`src/rtl/pe_seq_if.sv`:
```
`default_nettype none
// ============================================================================
// Module     : pe_seq_if
// Description: Command, operand, result and PE drive/return signals for
//              pe_seq. The slave modport is the sequencer's view; the master
//              modport is the view of whatever surrounds it.
// Revision   : 1.0 - initial release
// ============================================================================
interface pe_seq_if #(
  parameter int LEN_W = 4
) ();
  logic             cmd_valid;
  logic             cmd_ready;
  logic [1:0]       cmd_op;
  logic [LEN_W-1:0] cmd_len;
  logic             op_valid;
  logic             op_ready;
  logic [7:0]       op_a;
  logic [7:0]       op_b;
  logic [1:0]       pe_mode_o;
  logic [7:0]       pe_in_o;
  logic [7:0]       pe_filter_o;
  logic             pe_act_o;
  logic [7:0]       pe_out_i;
  logic             res_valid;
  logic             res_ready;
  logic [7:0]       res_data;
  logic             res_last;
  logic             busy;

  modport slave (
    input  cmd_valid, cmd_op, cmd_len, op_valid, op_a, op_b, pe_out_i, res_ready,
    output cmd_ready, op_ready, pe_mode_o, pe_in_o, pe_filter_o, pe_act_o,
           res_valid, res_data, res_last, busy
  );

  modport master (
    output cmd_valid, cmd_op, cmd_len, op_valid, op_a, op_b, pe_out_i, res_ready,
    input  cmd_ready, op_ready, pe_mode_o, pe_in_o, pe_filter_o, pe_act_o,
           res_valid, res_data, res_last, busy
  );
endinterface
`default_nettype wire

```
`src/rtl/pe_seq.sv`:
```
`default_nettype none
// ============================================================================
// Module     : pe_seq
// Description: Command-driven sequencer for one processing element. Runs
//              weight LOAD, MAC and SA-pass operations by driving the PE
//              mode/data/activate lines and queues pe_out returns into a small
//              result FIFO presented as a valid/ready stream.
// Revision   : 1.0 - initial release
// ============================================================================
module pe_seq #(
  parameter int LEN_W   = 4,
  parameter int ACC_LAT = 1,
  parameter int FIFO_D  = 2
) (
  input  logic     clk,
  input  logic     rst,
  pe_seq_if.slave  bus
);

  localparam int AW = $clog2(FIFO_D);
  localparam int DW = (ACC_LAT > 1) ? $clog2(ACC_LAT) : 1;
  localparam logic [DW-1:0] DRAIN_END = DW'((ACC_LAT > 0) ? ACC_LAT - 1 : 0);
  localparam logic [AW:0]   DEPTH     = (AW+1)'(FIFO_D);

  typedef enum logic [2:0] {
    S_IDLE  = 3'd0,
    S_LOAD  = 3'd1,
    S_CAPL  = 3'd2,
    S_MAC   = 3'd3,
    S_DRAIN = 3'd4,
    S_CAPM  = 3'd5,
    S_SA    = 3'd6,
    S_RESP  = 3'd7
  } state_t;

  state_t           state;
  logic [LEN_W-1:0] remaining;
  logic [DW-1:0]    drain_cnt;
  logic             inflight;
  logic             inflight_last;

  logic [8:0]       mem [FIFO_D];
  logic [AW-1:0]    wr_ptr;
  logic [AW-1:0]    rd_ptr;
  logic [AW:0]      count;

  logic             has_space;
  logic             sa_space;
  logic             fire;
  logic             cmd_fire;
  logic             push;
  logic             pop;
  logic [7:0]       push_data;
  logic             push_last;

  assign has_space = (count < DEPTH);
  // An SA beat reserves a slot for the result that returns one cycle later.
  assign sa_space  = ((count + {{AW{1'b0}}, inflight}) < DEPTH);
  assign fire      = bus.op_valid && bus.op_ready;
  assign cmd_fire  = bus.cmd_valid && bus.cmd_ready;
  assign pop       = bus.res_valid && bus.res_ready;

  // Command is only taken in IDLE, and never while reset is held.
  assign bus.cmd_ready = rst && (state == S_IDLE);
  assign bus.busy      = (state != S_IDLE) || (count != '0);

  // Operand acceptance per state.
  always_comb begin
    bus.op_ready = 1'b0;
    case (state)
      S_LOAD:  bus.op_ready = has_space;
      S_MAC:   bus.op_ready = 1'b1;
      S_SA:    bus.op_ready = (remaining != '0) && sa_space;
      default: bus.op_ready = 1'b0;
    endcase
  end

  // PE drive: mode follows state, data only passes through on a beat.
  always_comb begin
    bus.pe_mode_o   = 2'd3;
    bus.pe_in_o     = 8'd0;
    bus.pe_filter_o = 8'd0;
    bus.pe_act_o    = 1'b0;
    case (state)
      S_LOAD: begin
        if (fire) begin
          bus.pe_mode_o   = 2'd1;
          bus.pe_in_o     = bus.op_a;
          bus.pe_filter_o = bus.op_b;
        end
      end
      S_MAC, S_DRAIN, S_CAPM: begin
        bus.pe_mode_o = 2'd0;
        if (fire) begin
          bus.pe_in_o     = bus.op_a;
          bus.pe_filter_o = bus.op_b;
          bus.pe_act_o    = 1'b1;
        end
      end
      S_SA: begin
        bus.pe_mode_o = 2'd2;
        if (fire) begin
          bus.pe_in_o     = bus.op_a;
          bus.pe_filter_o = bus.op_b;
          bus.pe_act_o    = 1'b1;
        end
      end
      default: ;
    endcase
  end

  // Result capture: which state pushes what into the FIFO.
  always_comb begin
    push      = 1'b0;
    push_data = 8'd0;
    push_last = 1'b0;
    case (state)
      S_CAPL, S_CAPM: begin
        push      = has_space;
        push_data = bus.pe_out_i;
        push_last = 1'b1;
      end
      S_SA: begin
        push      = inflight;
        push_data = bus.pe_out_i;
        push_last = inflight_last;
      end
      S_RESP: begin
        push      = has_space;
        push_last = 1'b1;
      end
      default: ;
    endcase
  end

  // Operation sequencer.
  always_ff @(posedge clk or negedge rst) begin
    if (!rst) begin
      state         <= S_IDLE;
      remaining     <= '0;
      drain_cnt     <= '0;
      inflight      <= 1'b0;
      inflight_last <= 1'b0;
    end else begin
      case (state)
        S_IDLE: begin
          if (cmd_fire) begin
            remaining     <= bus.cmd_len;
            drain_cnt     <= '0;
            inflight      <= 1'b0;
            inflight_last <= 1'b0;
            case (bus.cmd_op)
              2'd0:    state <= (bus.cmd_len == '0) ? S_RESP : S_MAC;
              2'd2:    state <= (bus.cmd_len == '0) ? S_RESP : S_SA;
              default: state <= S_LOAD;
            endcase
          end
        end
        S_LOAD: if (fire) state <= S_CAPL;
        S_CAPL: if (push) state <= S_IDLE;
        S_MAC: begin
          if (fire) begin
            remaining <= remaining - LEN_W'(1);
            if (remaining == LEN_W'(1)) state <= (ACC_LAT == 0) ? S_CAPM : S_DRAIN;
          end
        end
        S_DRAIN: begin
          if (drain_cnt == DRAIN_END) state <= S_CAPM;
          else drain_cnt <= drain_cnt + DW'(1);
        end
        S_CAPM: if (push) state <= S_IDLE;
        S_SA: begin
          inflight <= fire;
          if (fire) begin
            remaining     <= remaining - LEN_W'(1);
            inflight_last <= (remaining == LEN_W'(1));
          end
          if (inflight && inflight_last) state <= S_IDLE;
        end
        S_RESP: if (push) state <= S_IDLE;
        default: state <= S_IDLE;
      endcase
    end
  end

  // FIFO pointers and occupancy.
  always_ff @(posedge clk or negedge rst) begin
    if (!rst) begin
      wr_ptr <= '0;
      rd_ptr <= '0;
      count  <= '0;
    end else begin
      if (push) wr_ptr <= wr_ptr + AW'(1);
      if (pop)  rd_ptr <= rd_ptr + AW'(1);
      case ({push, pop})
        2'b10:   count <= count + (AW+1)'(1);
        2'b01:   count <= count - (AW+1)'(1);
        default: count <= count;
      endcase
    end
  end

  // FIFO storage; contents are meaningless until pushed, so no reset.
  always_ff @(posedge clk) begin
    if (push) mem[wr_ptr] <= {push_last, push_data};
  end

  assign bus.res_valid = (count != '0);
  assign bus.res_data  = bus.res_valid ? mem[rd_ptr][7:0] : 8'd0;
  assign bus.res_last  = bus.res_valid ? mem[rd_ptr][8]   : 1'b0;

endmodule
`default_nettype wire

```
`src/flat_wrapper.sv`:
```
// flat-port wrapper written by rule: the top's interface ports become plain ports
module pe_seq_flat 
#(
  parameter int LEN_W   = 4,
  parameter int ACC_LAT = 1,
  parameter int FIFO_D  = 2
)
  (clk, rst, bus_cmd_valid, bus_cmd_op, bus_cmd_len, bus_op_valid, bus_op_a, bus_op_b, bus_pe_out_i, bus_res_ready, bus_cmd_ready, bus_op_ready, bus_pe_mode_o, bus_pe_in_o, bus_pe_filter_o, bus_pe_act_o, bus_res_valid, bus_res_data, bus_res_last, bus_busy);
  pe_seq_if #(.LEN_W(LEN_W)) bus_i ();
  input  logic clk;
  input  logic rst;
  input wire logic [$bits(bus_i.cmd_valid)-1:0] bus_cmd_valid;
  input wire logic [$bits(bus_i.cmd_op)-1:0] bus_cmd_op;
  input wire logic [$bits(bus_i.cmd_len)-1:0] bus_cmd_len;
  input wire logic [$bits(bus_i.op_valid)-1:0] bus_op_valid;
  input wire logic [$bits(bus_i.op_a)-1:0] bus_op_a;
  input wire logic [$bits(bus_i.op_b)-1:0] bus_op_b;
  input wire logic [$bits(bus_i.pe_out_i)-1:0] bus_pe_out_i;
  input wire logic [$bits(bus_i.res_ready)-1:0] bus_res_ready;
  output wire logic [$bits(bus_i.cmd_ready)-1:0] bus_cmd_ready;
  output wire logic [$bits(bus_i.op_ready)-1:0] bus_op_ready;
  output wire logic [$bits(bus_i.pe_mode_o)-1:0] bus_pe_mode_o;
  output wire logic [$bits(bus_i.pe_in_o)-1:0] bus_pe_in_o;
  output wire logic [$bits(bus_i.pe_filter_o)-1:0] bus_pe_filter_o;
  output wire logic [$bits(bus_i.pe_act_o)-1:0] bus_pe_act_o;
  output wire logic [$bits(bus_i.res_valid)-1:0] bus_res_valid;
  output wire logic [$bits(bus_i.res_data)-1:0] bus_res_data;
  output wire logic [$bits(bus_i.res_last)-1:0] bus_res_last;
  output wire logic [$bits(bus_i.busy)-1:0] bus_busy;
  assign bus_i.cmd_valid = bus_cmd_valid;
  assign bus_i.cmd_op = bus_cmd_op;
  assign bus_i.cmd_len = bus_cmd_len;
  assign bus_i.op_valid = bus_op_valid;
  assign bus_i.op_a = bus_op_a;
  assign bus_i.op_b = bus_op_b;
  assign bus_i.pe_out_i = bus_pe_out_i;
  assign bus_i.res_ready = bus_res_ready;
  assign bus_cmd_ready = bus_i.cmd_ready;
  assign bus_op_ready = bus_i.op_ready;
  assign bus_pe_mode_o = bus_i.pe_mode_o;
  assign bus_pe_in_o = bus_i.pe_in_o;
  assign bus_pe_filter_o = bus_i.pe_filter_o;
  assign bus_pe_act_o = bus_i.pe_act_o;
  assign bus_res_valid = bus_i.res_valid;
  assign bus_res_data = bus_i.res_data;
  assign bus_res_last = bus_i.res_last;
  assign bus_busy = bus_i.busy;
  pe_seq #(.LEN_W(LEN_W), .ACC_LAT(ACC_LAT), .FIFO_D(FIFO_D)) u_core (.clk(clk), .rst(rst), .bus(bus_i));
endmodule
```
`config.mk`:
```
export PLATFORM = sky130hd
export DESIGN_NAME = pe_seq_flat
export DESIGN_NICKNAME = d
export VERILOG_FILES = /design/src/rtl/pe_seq_if.sv /design/src/rtl/pe_seq.sv /design/src/flat_wrapper.sv
export SDC_FILE = /design/constraint.sdc
export NUM_CORES = 1
export LEC_CHECK = 0
export ABC_AREA = 1
export CORE_ASPECT_RATIO = 1.25
export CORE_MARGIN = 3
export CORE_UTILIZATION = 50
export CTS_BUF_LIST = sky130_fd_sc_hd__clkbuf_4
export DETAILED_ROUTE_END_ITERATION = 6
export PLACE_DENSITY = 0.88
export SLEW_MARGIN = 20
export SYNTH_ARGS = -nofsm -noshare
export SYNTH_HDL_FRONTEND = slang
export SYNTH_SLANG_ARGS = --single-unit
```
`constraint.sdc`:
```
create_clock -name clk -period 3.9 [get_ports clk]
set_input_delay 1.17 -clock clk [delete_from_list [all_inputs] [get_ports clk]]
set_output_delay 1.17 -clock clk [all_outputs]
set_load 0.005 [all_outputs]
```
==> results of run 1 <==
## logic make-up after synthesis
logic type / after synthesis
AOI/OAI and AO/OA: 30
buffers and inverters: 51
DFF: 31
adders and majority gates: 3
and+or+nand+nor: 117
xor gates and xnor gates: 6
## state kept, by name, indices dropped and copies added (netlist names)
name / flops
u_core.count: 2
u_core.inflight: 1
u_core.rd_ptr: 1
u_core.wr_ptr: 1
u_core.mem: 18
u_core.remaining: 4
u_core.state: 3
u_core.inflight_last: 1
## synth_stat cells (2+ instances only)
| cell | n |
|---|---|
| nor2_2 | 3 |
| a21oi_1 | 16 |
| dfrtp_1 | 13 |
| xor2_1 | 5 |
| o21ai_0 | 10 |
| clkbuf_1 | 2 |
| nor2_1 | 38 |
| nand3_1 | 11 |
| o21ai_2 | 2 |
| nand3_2 | 2 |
| inv_1 | 45 |
| nand2_2 | 4 |
| nand2_1 | 49 |
| nand2_4 | 4 |
| edfxtp_1 | 18 |
| ha_1 | 3 |
## worst register-to-register path, stage by stage (launching register included)
cell and delay (ps):
dfrtp_1 620, inv_1 130, nand2_1 140, nand2_1 90
nor2_2 100, nand2_1 60, nand2_1 90, inv_1 80
nor2_1 600
## path summary, 6_finish.rpt
kind | end | cells past startpoint
max | bus_pe_mode_o[1] | 5
min | u_core.wr_ptr | 1
max reg2reg | u_core.mem[1][7] | 8
min reg2reg | u_core.wr_ptr | 1
max in group asynchronous | u_core.state[0] | 2
min in group asynchronous | u_core.rd_ptr | 2
## per-layer routing
| layer | GRT usage | wire length, µm |
|---|---|---|
| met4 | 0.0892 | 109 |
| met5 | 0 | 0 |
| met3 | 0.0608 | 228 |
| met1 | 0.221 | 1660 |
| met2 | 0.372 | 2360 |
## stage by stage
step / instances / worst slack, ps / total power [mW] / hold slack, ps
after floorplan: 238 / 1240 / 1.14 / 463
after global placement: 340 / 125 / 1.49 / 478
after detailed placement: 340 / 104 / 1.53 / 486
after CTS: 348 / 96.6 / 1.71 / 503
after global routing: 348 / 25.8 / 1.84 / 531
final: 348 / 93.4 / 1.70 / 502
## power by group through the flow
stage               clock, mW  sequential (mW)  combinational [mW]
floorplan                   0            0.549               0.590
global placement            0            0.589               0.900
detailed placement          0            0.595               0.934
CTS                     0.183            0.589               0.940
global route            0.199            0.602                1.04
finish                  0.178            0.588               0.931
## cell type report
cell class,count,area share
flip-flops and latches,31,0.332
multi-input cells,156,0.306
repair buffers,67,0.256
inverters,47,0.0676
well taps,39,0.0187
clock buffers,5,0.0144
clock inverters,3,0.00575
==> out/results.txt, run 1 <==
status: finished, final reports clean
relative slew slack: 0.473
Multi-input gate area: 800 µm²
simple-gate share of the synthesized area: 0.293
Synth Area in XOR/XNOR: 0.0281
Detailed Route WL: 4.36 mm
Fmax achieved: 263 MHz
Via density: 4.90
Clock Sink Count: 31
cell taking the most area after synthesis: edfxtp_1
Final Hold Vio Count: 0
Area Growth Syn to Fin: 39.6%
1st-pass router iterations: 5
most frequent cells in the layout: clkdlybuf4s50_1 (66), nand2_1 (49), inv_1 (45), nor2_1 (38), edfxtp_1 (18)
setup TNS: 0 ps
combinational fraction of design power: 0.549
area of the core: 3540 µm²
GR Overflow Total: 0
HP Start: u_core.wr_ptr
H-tree levels: 2
switch share: 0.422
share of the synthesized area in the top cell type: 0.289
Yosys reg bits: 31
Synth area leaders: edfxtp_1 (29%), dfrtp_1 (17%), nand2_1 (9.8%)
post-synthesis mux area share: 0
skew final: 5.71 ps
Die ar.: 4520 µm²
Reg2Reg Setup Slack: 1630 ps
Avg Cell Area, Syn: 7.86 µm²
YS warnings: 0
Die Ht: 74.4 µm
clock slew seen by the registers of the worst setup and hold paths: 90 ps
vias in the first global route: 1653
Async SR Flop Fraction: 0.419
die width: 60.7 µm
FF+latch area: 866 µm²
Post-DP Area: 2560 µm²
IO buf count: 66
startpoint types: primary input
Peak VDD IR: 394 µV
count of pins over their slew limit: 0
Rows: 24
fill count: 278
RSZ-0062 raised after global routing: false
Worst R2R Start: u_core.state[1]
CP cell instances: clkdlybuf4s50_1 > nand2_8 > nand2_4 > o211ai_1 > clkdlybuf4s50_1
antenna violations before repair: 0
CP bufs+invs: 2
antenna cells: 0
Num CTS Buffers: 5
register share of total power: 0.346
proportion of layout cells with a drive suffix above 1: 0.0874
root buffer cell: clkbuf_4
total track usage: 0.207
Crit path max-delay family: buffers and inverters
CP peak stage delay: 550 ps
DR vias: 1704
Post-CTS Hold Fix Bufs: 0
clock buffer depth: 2
Routed WL per cell: 12.5 µm
# DRC: 0
initial core utilization: 0.528
Final Setup Violations: 0
clk_lat worst skew: 340 ps
fin crit share: 0.976
routability cong.: 0.822
Worst EP required: 2730 ps
Critical path origin: bus_op_valid
Ports: 67
DRT iter0 DRCs: 53
postcts setup bufs: 0
CP arrival: 2640 ps
CTS tree: built
distinct cell type count after synthesis: 29
number of synthesized flops with an enable pin: 18
Worst-Margin Slew: 788 ps
Synth Area in Compound Gates: 0.0863
synthesized area: 1870 µm²
design area: 2610 µm²
first-pass GRT wire length: 6.91 mm
Leak: 1.21 nW
Crit path top cell by count: clkdlybuf4s50_1
Mapped Cells: 238
clock power share: 0.105
Finished Core Util: 0.737
fin crit period: 3810 ps
Max Cap Viol: 0
PwrDens: 650 nW/µm²
DP HPWL: 3.46 mm
HP Class: flop to flop
Post-CTS Resized: 0
Critical Path Fanout Max: 19
pin count of the biggest net entering global routing: 20
dominant synthesized flop cell: edfxtp_1
P_sw: 717 µW
main combinational cell family by area after synthesis: simple AND/OR/NAND/NOR gates
critical path class: primary input to primary output
Synth Area in Adders: 0.0201
endpoint class of the critical path: primary output
register area share after synthesis: 0.463
antenna-violating nets left: 0
fin nets: 346
slowest stage cell, crit path: clkdlybuf4s50_1
most common cell after layout, fill and taps aside: clkdlybuf4s50_1
Syn Nets: 276
Pint: 980 µW
Note: power is estimated with default switching activity, not from simulation.
==> run 2, diff against run 1 <==
--- a/config.mk
+++ b/config.mk
@@ -8,10 +8,11 @@
 export ABC_AREA = 1
 export CORE_ASPECT_RATIO = 1.25
 export CORE_MARGIN = 3
-export CORE_UTILIZATION = 50
-export CTS_BUF_LIST = sky130_fd_sc_hd__clkbuf_4
+export CORE_UTILIZATION = 48
 export DETAILED_ROUTE_END_ITERATION = 6
-export PLACE_DENSITY = 0.88
+export GPL_TIMING_DRIVEN = 0
+export MAX_ROUTING_LAYER = met4
+export PLACE_DENSITY = 0.85
 export SLEW_MARGIN = 20
 export SYNTH_ARGS = -nofsm -noshare
 export SYNTH_HDL_FRONTEND = slang
==> run 2 against run 1 <==
  * Register-to-register slack improved by 190 ps
  * Final cell count rose by 0.86%
  * Global-route usage fell by 1.2 points
  * Sequential share of layout area fell by 1.0 points
  * Clock power rose by 80%
  * Clock skew fell by 0.50 ps
  * Critical path type unchanged
  * Critical endpoint is now bus_cmd_ready
  * Highest routed layer unchanged
==> out/results.txt, run 2 (synthesized netlist as in run 1, its figures left out) <==
Worst EP required: 2730 ps (about the same)
Worst R2R Start: u_core.state[0]
Fmax achieved: 270 MHz (+2.8%)
Area Growth Syn to Fin: 44.1%
antenna cells: 0 (unchanged)
HP Start: u_core.wr_ptr
vias in the first global route: 1574 (-4.8%)
Final Setup Violations: 0 (unchanged)
Cell Count Post-Placement: 343 (+0.88%)
DR vias: 1743 (+2.3%)
Rows: 24 (unchanged)
design area: 2700 µm² (+3.3%)
Largest Register: u_core.mem
Power, Total: 1.86 mW (+9.4%)
DRT iter0 DRCs: 80 (+51%)
postcts setup bufs: 0 (unchanged)
endpoint class of the critical path: primary output
skew final: 5.21 ps (-0.500 ps)
PwrDens: 689 nW/µm² (+6.0%)
Reg2Reg Setup Slack: 1820 ps (+190 ps)
most frequent cells in the layout: clkdlybuf4s50_1 (64), nand2_1 (49), inv_1 (45), nor2_1 (38), edfxtp_1 (18)
RSZ-0062 raised after global routing: false
Die ar.: 4690 µm² (+3.8%)
hold path depth: 1 (unchanged)
H-tree levels: 2 (unchanged)
biggest regs: u_core.mem x18, u_core.remaining x4, u_core.state x3
Leak: 1.25 nW (+3.2%)
clk_lat worst skew: 280 ps (-60 ps)
max reg flops: 18 (unchanged)
clock slew seen by the registers of the worst setup and hold paths: 60 ps (-30 ps)
# DRC: 0 (unchanged)
IO buf count: 66 (unchanged)
Detailed Route WL: 4.23 mm (-2.9%)
Worst-Margin Slew: 772 ps (-16.4 ps)
total track usage: 0.196 (-0.0118)
CP arrival: 2530 ps (-110 ps)
GR Overflow Total: 0 (unchanged)
Num CTS Buffers: 5 (unchanged)
fin nets: 349 (+0.87%)
Ports: 67 (unchanged)
Critical Path Fanout Max: 15 (-4)
root buffer cell: clkbuf_8
startpoint types: primary input
Multi-input gate area: 800 µm² (unchanged)
Via density: 4.97 (+1.4%)
FF+latch area: 866 µm² (unchanged)
HP Class: flop to flop
routability cong.: 0.889 (+8.1%)
Final Hold Vio Count: 0 (unchanged)
critical path class: primary input to primary output
most common cell after layout, fill and taps aside: clkdlybuf4s50_1
fin crit period: 3700 ps (-104 ps)
die width: 61.8 µm (+1.9%)
relative slew slack: 0.484 (+0.0109)
clock buffer depth: 2 (unchanged)
R2R depth: 8 (unchanged)
fin crit share: 0.949 (-0.0268)
area of the core: 3600 µm² (+1.7%)
antenna-violating nets left: 0 (unchanged)
Die Ht: 75.8 µm (+1.9%)
Routed WL per cell: 12.1 µm (-3.8%)
initial core utilization: 0.519 (-0.00880)
WHS Endpoint: u_core.wr_ptr
antenna violations before repair: 0 (unchanged)
fill count: 261 (-6.1%)
Peak VDD IR: 338 µV (-14%)
1st-pass router iterations: 4 (-1)
worst setup margin: 198 ps (+104 ps)
CTS tree: built
DP HPWL: 3.23 mm (-6.7%)
Worst R2R End: u_core.mem[1][4]
Post-CTS Hold Fix Bufs: 0 (unchanged)
Clock Sink Count: 31 (unchanged)
pin count of the biggest net entering global routing: 16 (-20%)
status: finished, final reports clean
Max Cap Viol: 0 (unchanged)
count of pins over their slew limit: 0 (unchanged)
dpl ws: -135 ps (-239 ps)
Layout Cells excl Fill: 351 (+0.86%)
proportion of layout cells with a drive suffix above 1: 0.0897 (+0.00236)
first-pass GRT wire length: 6.64 mm (-4.0%)
Post-DP Area: 2580 µm² (+0.83%)
hold_ws: 502 ps (+0.621 ps)
## run 2: repair_timing
item                                    4_1_cts  5_1_grt
resized for setup                             2        1
endpoints found under the setup margin        2        1
hold endpoints to repair                      0        0
## run 2: critical path, stage by stage
cell             delay [ps]
clkdlybuf4s15_1         610
inv_1                    90
nor2_1                  150
clkdlybuf4s50_1         520
## run 2: worst max-delay path by stage
stage	startpoint	cells past startpoint	end	slack, ps
floorplan	bus_op_valid	3	bus_pe_filter_o[0]	1240
global placement	rst	4	bus_cmd_ready	-140
detailed placement	rst	4	bus_cmd_ready	-140
CTS	rst	4	bus_cmd_ready	110
global route	rst	4	bus_cmd_ready	40
finish	rst	4	bus_cmd_ready	200
## run 2: layout make-up
type,instances,share of cell area
plain buffers,4,0.0107
clock buffers,6,0.0306
clock inverters,2,0.0130
inverters,47,0.0654
multi-input cells,156,0.297
flip-flops and latches,31,0.321
well taps,39,0.0181
repair buffers,66,0.245
## run 2: per-stage QoR
step                utilization  TNS, ps
floorplan                     -        0
finish                    0.748        0
detailed placement        0.716     -135
global placement          0.716     -136
CTS                       0.748        0
global route              0.748        0
## run 2: power by group
group	total, mW	internal (mW)	switching, mW
logic	0.975	0.440	0.535
registers	0.561	0.489	0.0716
clock network	0.321	0.206	0.115
## run 2: metal layers
metal	track usage	wire, µm	vias to the layer above
li1	-	-	886
met1	0.227	1740	800
met2	0.326	2200	50
met3	0.0424	229	7
met4	0.0755	62	0
met5	-	0	-
==> run 3, diff against run 2 <==
--- a/config.mk
+++ b/config.mk
@@ -6,6 +6,7 @@
 export NUM_CORES = 1
 export LEC_CHECK = 0
 export ABC_AREA = 1
+export CAP_MARGIN = 20
 export CORE_ASPECT_RATIO = 1.25
 export CORE_MARGIN = 3
 export CORE_UTILIZATION = 48
==> results of run 3 <==
Final layout, timing and power as in run 2 (identical DEF).
